**src/rtl/unpack_pkg.sv**
```systemverilog
// rtl/unpack_pkg.sv - shared state encoding and index sizing for unpack_stream
package unpack_pkg;

  typedef enum logic {
    IDLE = 1'b0,
    BUSY = 1'b1
  } state_t;

  // Width of the element index; depth 1 still needs one bit to name an index.
  function automatic int idx_width(input int depth);
    return (depth > 1) ? $clog2(depth) : 1;
  endfunction

endpackage

```
**src/rtl/unpack_stream.sv**
```systemverilog
// rtl/unpack_stream.sv - unpacks ARGD-element argument words into one element per cycle
// Optional per-argument element count via UNPACK_STREAM_CNT_EN (adds arg_cnt port).
module unpack_stream
  import unpack_pkg::*;
#(
  parameter int ARGW      = 8,
  parameter int ARGD      = 4,
  parameter int MSB_FIRST = 0
) (
  input  logic                   clk,
  input  logic                   rst_n,
  input  logic                   arg_stb,
  input  logic [ARGD*ARGW-1:0]   arg_dat,
`ifdef UNPACK_STREAM_CNT_EN
  input  logic [$clog2(ARGD)-1:0] arg_cnt,
`endif
  output logic                   arg_rdy,
  output logic                   out_stb,
  output logic [ARGW-1:0]        out_dat,
  output logic                   out_lst,
  input  logic                   out_rdy
);

  localparam int IW = idx_width(ARGD);
  localparam logic [IW-1:0] LAST_FULL = IW'(ARGD - 1);

  state_t                 state;
  logic [ARGD*ARGW-1:0]   data_q;
  logic [IW-1:0]          idx_q;
  logic [IW-1:0]          idx_nxt;
  logic [IW-1:0]          last_now;
  logic [IW-1:0]          last_new;
  logic                   arg_fire;
  logic                   out_fire;

  // Maps a logical emission index onto the physical element slot.
  function automatic logic [ARGW-1:0] elem(input logic [ARGD*ARGW-1:0] w,
                                           input logic [IW-1:0] i);
    logic [IW-1:0] p;
    p = (MSB_FIRST != 0) ? (LAST_FULL - i) : i;
    return w[p*ARGW +: ARGW];
  endfunction

`ifdef UNPACK_STREAM_CNT_EN
  logic [IW-1:0] last_q;

  always_comb begin
    last_new = arg_cnt;
    if (int'(arg_cnt) > ARGD - 1) last_new = LAST_FULL;
  end
  assign last_now = last_q;
`else
  assign last_new = LAST_FULL;
  assign last_now = LAST_FULL;
`endif

  assign arg_rdy  = (state == IDLE) | (out_stb & out_rdy & out_lst);
  assign arg_fire = arg_stb & arg_rdy;
  assign out_fire = out_stb & out_rdy;
  assign idx_nxt  = idx_q + IW'(1);

  always_ff @(posedge clk or negedge rst_n) begin
    if (!rst_n) begin
      state   <= IDLE;
      data_q  <= '0;
      idx_q   <= '0;
      out_stb <= 1'b0;
      out_dat <= '0;
      out_lst <= 1'b0;
`ifdef UNPACK_STREAM_CNT_EN
      last_q  <= '0;
`endif
    end else if (arg_fire) begin
      // Covers both the idle accept and the no-bubble reload on the last element.
      state   <= BUSY;
      data_q  <= arg_dat;
      idx_q   <= '0;
      out_stb <= 1'b1;
      out_dat <= elem(arg_dat, '0);
      out_lst <= (last_new == '0);
`ifdef UNPACK_STREAM_CNT_EN
      last_q  <= last_new;
`endif
    end else if (out_fire) begin
      if (out_lst) begin
        state   <= IDLE;
        out_stb <= 1'b0;
        out_lst <= 1'b0;
      end else begin
        idx_q   <= idx_nxt;
        out_dat <= elem(data_q, idx_nxt);
        out_lst <= (idx_nxt == last_now);
      end
    end
  end

endmodule

```
**config.mk**
```make
export PLATFORM = sky130hd
export DESIGN_NAME = unpack_stream
export DESIGN_NICKNAME = d
export VERILOG_FILES = /design/src/rtl/unpack_pkg.sv /design/src/rtl/unpack_stream.sv
export SDC_FILE = /design/constraint.sdc
export NUM_CORES = 1
export LEC_CHECK = 0
export ABC_CLOCK_PERIOD_IN_PS = 2700
export CAP_MARGIN = 20
export CORE_ASPECT_RATIO = 1.75
export CORE_MARGIN = 10
export CORE_UTILIZATION = 35
export DETAILED_ROUTE_END_ITERATION = 10
export DONT_BUFFER_PORTS = 1
export REMOVE_ABC_BUFFERS = 1
export SYNTH_ARGS = -nofsm -noshare
export SYNTH_HDL_FRONTEND = slang
export SYNTH_SLANG_ARGS = --single-unit
```
**constraint.sdc**
```tcl
create_clock -name clk -period 2.7 [get_ports clk]
set_input_delay 0.54 -clock clk [delete_from_list [all_inputs] [get_ports clk]]
set_output_delay 0.54 -clock clk [all_outputs]
set_load 0.05 [all_outputs]
```
==> out/summary.log, run 1 <==
[outcome] run status finished clean
[clock_network] total CTS buffers 5
[timing] number of max-slew violations in the final report 0
[placed_design] HPWL after detailed placement 3316 um
[synth] count of warnings emitted by yosys 0
[worst_setup_path] CP Buf/Inv Count 1
[clock_network] H-tree depth reported by CTS 2
[die] Starting Density 0.3646
[finish] commonest non-fill, non-tap cells in the layout sky130_fd_sc_hd__dfrtp_1, sky130_fd_sc_hd__mux2_2, sky130_fd_sc_hd__a21o_1, sky130_fd_sc_hd__mux4_2, sky130_fd_sc_hd__a221o_1
[route] ratio of routed vias to standard cells 5.364
[route] detail-routed net length per standard cell 21.73 um
[grt] global-route wire length before repair 7072 um
[timing] worst setup skew after layout 3.280 ps
[clock_network] clock-pin slew reported for the worst setup and hold paths after clock tree synthesis 80 ps
[worst_setup_path] library cell contributing the largest single delay on the critical path sky130_fd_sc_hd__dfrtp_1
[timing] final period utilization 0.7467
[grt] antenna violations before repair 1
[synth] number of cells produced by synthesis 126
[timing] Setup Viol. Count Final 0
[clock_network] clock tree from TritonCTS done
[clock_network] CTS-repair resized insts 0
[die] row cnt 35
[route] wirelength, routed 4476 um
[synth] main flop type after synthesis sky130_fd_sc_hd__dfrtp_1
[timing] Slew HR 0.5531
[pwr] Peak supply drop 0.3323 mV
[run] Max Cap Viol 0
[die] die width 76.40 um
[finish] NumNets Final 167
[clock_network] count of clock tree sinks 44
[die] number of ports placed on the die boundary 47
[synth] share of Yosys cell area claimed by the top area cell type 0.5652
[timing] slew at the pin with the worst max-slew slack 665.9 ps
[worst_setup_path] Setup crit end kind primary output
[grt] Overall Global Routing Usage 0.1001
[synth] area of the mapped netlist 0.001948 sq mm
[worst_setup_path] kind of cell adding the most delay to the critical path flip-flops
[worst_setup_path] critical path, cell by cell a21bo_1, buf_4
[route] antenna-violating nets left 0
[timing] crit path time final 2016 ps
[synth] synth top area cells sky130_fd_sc_hd__dfrtp_1, sky130_fd_sc_hd__mux2_2, sky130_fd_sc_hd__mux4_2
[worst_setup_path] arrival time reported for the critical path endpoint 1480 ps
[timing] setup repair after global routing missed its margin no
[timing] final-report hold violation count 0
[synth] async set-reset flop share out of synthesis 1.000
[timing] slack of the critical path 683.9 ps
[placed_design] setup slack at placement 681.3 ps
[pwr] cell area power density 1331 mW/mm^2
[route] vias post-DR 1,105
[synth] flop and latch count out of synthesis 44
[synth] number of enable flip-flop cells after synthesis 0
[clock_network] number of buffers between clock root and the deepest sink 2
[clock_network] CTS Root Buffer Type sky130_fd_sc_hd__clkbuf_8
[timing] highest attainable clock frequency 496.0 MHz
[timing] total negative slack for setup checks 0 ps
[grt] number of global-route vias before repair 1,257
[grt] largest net degree at the start of global routing 45
[synth] proportion of synthesized chip area in sequential cells 0.5652
[clock_network] Worst-Skew Late Latency 290 ps
[die] Total Die Area 0.009068 sq mm
[synth] synthesized area per cell 15.46 sq um
[hold_path] Min-Delay Path Class input pin to asynchronous set/reset pin
[pwr] cell leakage power 0.9823 nW
[worst_setup_path] required arrival time at the worst endpoint 2160 ps
[die] area of the placeable core 0.005343 sq mm
[worst_setup_path] critical setup path kind flip-flop to primary output
[route] violation count after the first detailed-route iteration 61
[synth] distinct cell type count of the synthesized netlist 28
[finish] area growth from synthesis to layout 8.928%
[placed_design] count of buffers from port buffering 0
[route] remaining routing DRC violations 0
[finish] fraction of layout cells with a size suffix above 1 0.3893
[worst_setup_path] launching element type of the critical path flip-flop
[placed_design] final RePlAce weighted congestion 0.7543
[route] number of detailed-route iterations in the first pass 4
[worst_setup_path] largest stage delay on the critical path 720 ps
[finish] most common cell after layout, fill and taps aside sky130_fd_sc_hd__dfrtp_1
[die] height of the die 118.7 um
[grt] global route total overflow 0
[worst_setup_path] highest fanout seen on the critical path 10
[synth] biggest area consumer among synthesized cells sky130_fd_sc_hd__dfrtp_1
[clock_network] post-CTS setup buffers 0
[where the power goes]
group	internal, mW	switching (mW)	total, mW
registers	0.976	0.423	1.40
logic	0.606	0.394	1.00
clock network	0.209	0.215	0.424
[per-layer routing]
metal	vias to the layer above	global-route usage	part of all wire	routed length, um
li1	486	-	-	-
met3	12	0.05235	0.088	393
met1	569	0.09312	0.33	1475
met4	0	0.05491	0.032	141
met5	-	0	0	0
met2	38	0.1718	0.55	2465
[repair_timing]
item	4_1_cts	5_1_grt
endpoints found under the setup margin	0	0
hold buffers	1	0
hold endpoints to repair	44	0
[registers in the layout (all words and copies together) (netlist names)]
register / flops
data_q: 32
idx_q: 2
out_dat: 8
out_lst: 1
state: 1
[cells by family after synthesis]
logic type	after synthesis	synth area share
fa+ha+maj	1	0.006422
mux	33	0.2364
buf+inv	10	0.03918
flops	44	0.5652
compound gates	23	0.1002
simple gates	15	0.05266
[synthesized netlist by cell type (2+ instances only)]
cell type	count
sky130_fd_sc_hd__dfrtp_1	44
sky130_fd_sc_hd__and3_2	4
sky130_fd_sc_hd__nand2b_1	2
sky130_fd_sc_hd__a221o_1	8
sky130_fd_sc_hd__mux2_2	24
sky130_fd_sc_hd__a21o_1	8
sky130_fd_sc_hd__and3_1	4
sky130_fd_sc_hd__buf_4	4
sky130_fd_sc_hd__inv_1	2
sky130_fd_sc_hd__mux4_2	8
[final cells by class]
class                      instances  area (sq um)
antenna                            1         2.502
clock buffer                       8         90.09
fill                             522          3221
inverter                           2         7.507
multi-input combinational         72         770.7
sequential                        44          1101
tap                               74         92.59
timing repair buffer               5         57.56
[metrics by stage]
stage                     utilization  area, sq um  instances  total power, mW  hold slack, ps
after CTS                      0.3967         2120        205            2.861           84.53
after global routing           0.3972         2122        206            2.995           90.96
after global placement         0.3747         2002        196            2.343           246.3
after detailed placement       0.3747         2002        196            2.417           246.5
after floorplan                     -         1879        118            2.155           244.4
final                          0.3972         2122        206            2.824           75.09
[final timing paths]
path,end,slack [ps],from,depth (start not counted)
max reg2reg,out_dat[6],700,idx_q[0],5
min,out_lst,80,rst_n,1
max in group asynchronous,data_q[3],2420,rst_n,1
max,arg_rdy,680,out_lst,2
min in group clk,state,360,arg_stb,1
min reg2reg,data_q[6],480,data_q[6],1
Note: power is estimated with default switching activity, not from simulation.
==> inputs of run 2 (changes only) <==
--- a/config.mk
+++ b/config.mk
@@ -5,7 +5,8 @@
 export SDC_FILE = /design/constraint.sdc
 export NUM_CORES = 1
 export LEC_CHECK = 0
-export ABC_CLOCK_PERIOD_IN_PS = 2700
+export ABC_AREA = 1
+export ABC_CLOCK_PERIOD_IN_PS = 1900
 export CAP_MARGIN = 20
 export CORE_ASPECT_RATIO = 1.75
 export CORE_MARGIN = 10
==> constraint.sdc (replaced) <==
create_clock -name clk -period 1.9 [get_ports clk]
set_input_delay 0.38 -clock clk [delete_from_list [all_inputs] [get_ports clk]]
set_output_delay 0.38 -clock clk [all_outputs]
set_load 0.05 [all_outputs]
==> run 2 against run 1 <==
Compared with the run above:
- sequential share of layout area down 4.4 points
- worst setup slack worse by 280 ps
- largest power group is now combinational logic
- synthesized cell count up 110%
- critical path type unchanged
- die area up 6.6%
- utilization down 0.31 points
- wire length up 15%
==> out/summary.log, run 2 <==
[synth] biggest area consumer among synthesized cells sky130_fd_sc_hd__dfrtp_1 [unchanged]
[synth] async set-reset flop share out of synthesis 1.000 [unchanged]
[grt] Overall Global Routing Usage 0.1123 [was 0.1001]
[worst_setup_path] worst setup path start out_lst [unchanged]
[route] remaining routing DRC violations 0 [unchanged]
[finish] non-filler cells in the finished layout 351 [was 206]
[pwr] cell area power density 1973 mW/mm^2 [was 1331 mW/mm^2]
[die] Total Die Area 0.009664 sq mm [was 0.009068 sq mm]
[finish] NumNets Final 309 [was 167]
[worst_setup_path] highest fanout seen on the critical path 10 [unchanged]
[worst_setup_path] required arrival time at the worst endpoint 1520 ps [was 2160 ps]
[synth] synth top area cells sky130_fd_sc_hd__dfrtp_1, sky130_fd_sc_hd__nand2_1, sky130_fd_sc_hd__inv_1 [was sky130_fd_sc_hd__dfrtp_1, sky130_fd_sc_hd__mux2_2, sky130_fd_sc_hd__mux4_2]
[route] wirelength, routed 5134 um [was 4476 um]
[grt] global route total overflow 0 [unchanged]
[synth] most common cell in the netlist sky130_fd_sc_hd__nand2_1 [was sky130_fd_sc_hd__dfrtp_1]
[clock_network] total CTS buffers 5 [unchanged]
[finish] register ranked first by flip-flop count data_q [unchanged]
[finish] max reg flops 32 [unchanged]
[clock_network] CTS Root Buffer Type sky130_fd_sc_hd__clkbuf_8 [unchanged]
[grt] antenna violations before repair 0 [was 1]
[route] vias post-DR 1,636 [was 1,105]
[worst_setup_path] critical path, cell by cell nand2_1, nand2_1, buf_4 [was a21bo_1, buf_4]
[route] ratio of routed vias to standard cells 4.661 [was 5.364]
[timing] number of max-slew violations in the final report 0 [unchanged]
[timing] slew at the pin with the worst max-slew slack 526.2 ps [was 665.9 ps]
[timing] highest attainable clock frequency 666.4 MHz
[route] violation count after the first detailed-route iteration 82 [was 61]
[timing] final period utilization 0.7898
[clock_network] count of clock tree sinks 44 [unchanged]
[timing] final-report hold violation count 0 [unchanged]
[run] Max Cap Viol 0 [unchanged]
[finish] commonest non-fill, non-tap cells in the layout sky130_fd_sc_hd__nand2_1, sky130_fd_sc_hd__dfrtp_1, sky130_fd_sc_hd__inv_1 [was sky130_fd_sc_hd__dfrtp_1, sky130_fd_sc_hd__mux2_2, sky130_fd_sc_hd__a21o_1, sky130_fd_sc_hd__mux4_2, sky130_fd_sc_hd__a221o_1]
[grt] largest net degree at the start of global routing 45 [unchanged]
[grt] number of global-route vias before repair 1,725 [was 1,257]
[clock_network] Worst-Skew Late Latency 310 ps [was 290 ps]
[clock_network] clock-pin slew reported for the worst setup and hold paths after clock tree synthesis 90 ps [was 80 ps]
[hold_path] beginning of the worst hold path arg_dat[15]
[timing] worst setup skew after layout 14.95 ps [was 3.280 ps]
[worst_setup_path] Reg2Reg Launch Point idx_q[0] [unchanged]
[pwr] cell leakage power 1.195 nW [was 0.9823 nW]
[synth] top cell types by occurrence after synthesis sky130_fd_sc_hd__nand2_1, sky130_fd_sc_hd__dfrtp_1, sky130_fd_sc_hd__inv_1 [was sky130_fd_sc_hd__dfrtp_1, sky130_fd_sc_hd__mux2_2, sky130_fd_sc_hd__a21o_1, sky130_fd_sc_hd__a221o_1, sky130_fd_sc_hd__mux4_2]
[pwr] overall power after layout 4.572 mW [was 2.824 mW]
[finish] layout filler cell count 627 [was 522]
[timing] slack of the critical path 399.3 ps [was 683.9 ps]
[die] height of the die 122.8 um [was 118.7 um]
[clock_network] clock tree from TritonCTS done [unchanged]
[finish] most common cell after layout, fill and taps aside sky130_fd_sc_hd__nand2_1 [was sky130_fd_sc_hd__dfrtp_1]
[worst_setup_path] Setup crit end kind primary output [unchanged]
[finish] fraction of layout cells with a size suffix above 1 0.07692 [was 0.3893]
[placed_design] Post-Place Cells 341 [was 196]
[finish] area growth from synthesis to layout 9.716% [was 8.928%]
[timing] Setup Viol. Count Final 0 [unchanged]
[pwr] Peak supply drop 0.7342 mV [was 0.3323 mV]
[clock_network] number of buffers between clock root and the deepest sink 2 [unchanged]
[route] antenna-violating nets left 0 [unchanged]
[timing] post-route worst hold slack 191.2 ps [was 75.09 ps]
[finish] leading registers by flop count data_q: 32 flops, out_dat: 8 flops, idx_q: 2 flops [unchanged]
[die] die width 78.72 um [was 76.40 um]
[synth] count of warnings emitted by yosys 0 [unchanged]
[synth] flop and latch count out of synthesis 44 [unchanged]
[worst_setup_path] arrival time reported for the critical path endpoint 1120 ps [was 1480 ps]
[hold_path] Min-Delay Path Class input pin to flip-flop [was input pin to asynchronous set/reset pin]
[clock_network] H-tree depth reported by CTS 2 [unchanged]
[worst_setup_path] kind of cell adding the most delay to the critical path flip-flops [unchanged]
[synth] number of enable flip-flop cells after synthesis 0 [unchanged]
[worst_setup_path] library cell contributing the largest single delay on the critical path sky130_fd_sc_hd__dfrtp_1 [unchanged]
[synth] proportion of synthesized chip area in sequential cells 0.5213 [was 0.5652]
[die] area of the placeable core 0.005879 sq mm [was 0.005343 sq mm]
[worst_setup_path] CP Buf/Inv Count 1 [unchanged]
[timing] crit path time final 1501 ps
[synth] main flop type after synthesis sky130_fd_sc_hd__dfrtp_1 [unchanged]
[worst_setup_path] cell seen most often among critical-path stages sky130_fd_sc_hd__nand2_1
[die] number of ports placed on the die boundary 47 [unchanged]
[synth] area of the mapped netlist 0.002112 sq mm [was 0.001948 sq mm]
[timing] Slew HR 0.6492 [was 0.5531]
[synth] synthesized area per cell 7.881 sq um [was 15.46 sq um]
[die] row cnt 37 [was 35]
[timing] setup repair after global routing missed its margin no [unchanged]
[placed_design] setup slack at placement 451.1 ps [was 681.3 ps]
[grt] global-route wire length before repair 8266 um [was 7072 um]
[placed_design] HPWL after detailed placement 3644 um [was 3316 um]
[placed_design] count of buffers from port buffering 0 [unchanged]
[placed_design] final RePlAce weighted congestion 0.7532 [was 0.7543]
[synth] number of cells produced by synthesis 268 [was 126]
[die] Starting Density 0.3592 [was 0.3646]
[worst_setup_path] critical setup path kind flip-flop to primary output [unchanged]
[route] detail-routed net length per standard cell 14.63 um [was 21.73 um]
[worst_setup_path] launching element type of the critical path flip-flop [unchanged]
[finish] antenna diode instance count 0 [was 1]
[outcome] run status finished clean [unchanged]
[route] number of detailed-route iterations in the first pass 4 [unchanged]
[worst_setup_path] largest stage delay on the critical path 380 ps [was 720 ps]
[synth] share of Yosys cell area claimed by the top area cell type 0.5213 [was 0.5652]
[synth] distinct cell type count of the synthesized netlist 16 [was 28]
[run 2: cell count changes after synthesis, sizes merged, moves of 24 or more]
cell	change
nand2	+85
inv	+42
o21ai	+33
nand3	+27
mux2	-24
[run 2: final timing paths]
path / to / slack [ps] / cells after the start
worst min register to register: data_q[29] / 520 / 2
worst min-delay path: data_q[15] / 190 / 2
worst max register to register: out_dat[1] / 450 / 7
worst max-delay path: arg_rdy / 400 / 3
min in group asynchronous: data_q[20] / 560 / 2
max in group asynchronous: out_dat[6] / 1120 / 2
[run 2: area by class of cell]
class	count	area, sq um	share of cell area
Inverter	44	165.2	0.07127
Clock inverter	2	35.03	0.01512
Timing Repair Buffer	11	117.6	0.05076
Tap cell	78	97.59	0.04212
Multi-Input combinational cell	166	728.2	0.3143
Clock buffer	6	72.57	0.03132
Sequential cell	44	1101	0.4752
[run 2: repair_timing]
action | in CTS | in global routing
hold buffers | 2 | 0
setup buffers | 0 | 0
gates resized for setup | 0 | 0
endpoints found under the hold margin | 44 | 0
[run 2: metal layers]
metal | track usage | share of wire | up-vias
met5 | 0 | 0 | -
met3 | 0.03807 | 0.062 | 9
met2 | 0.2051 | 0.54 | 36
li1 | - | - | 827
met4 | 0.06869 | 0.030 | 0
met1 | 0.1045 | 0.37 | 764
[run 2: power breakdown]
group,switching [mW],internal [mW],leakage (nW)
combinational,1.29,0.690,0.606
clock,0.320,0.390,0.0552
sequential,0.488,1.39,0.534
total,2.10,2.47,1.19
[run 2: kinds of logic after synthesis]
kind of cell | count (synthesis) | synth area share
buffers and inverters | 58 | 0.1339
flip-flops | 44 | 0.5213
adder cells (fa/ha/maj) | 1 | 0.005923
AO/OA/AOI/OAI | 43 | 0.1019
AND/OR/NAND/NOR | 122 | 0.2370
[run 2: stage by stage]
step	utilization	TNS, ps	instance area, sq um
CTS	0.3941	0	2317
global route	0.3941	0	2317
global placement	0.3694	0	2172
floorplan	-	-15430	1994
finish	0.3941	0	2317
detailed placement	0.3694	0	2172
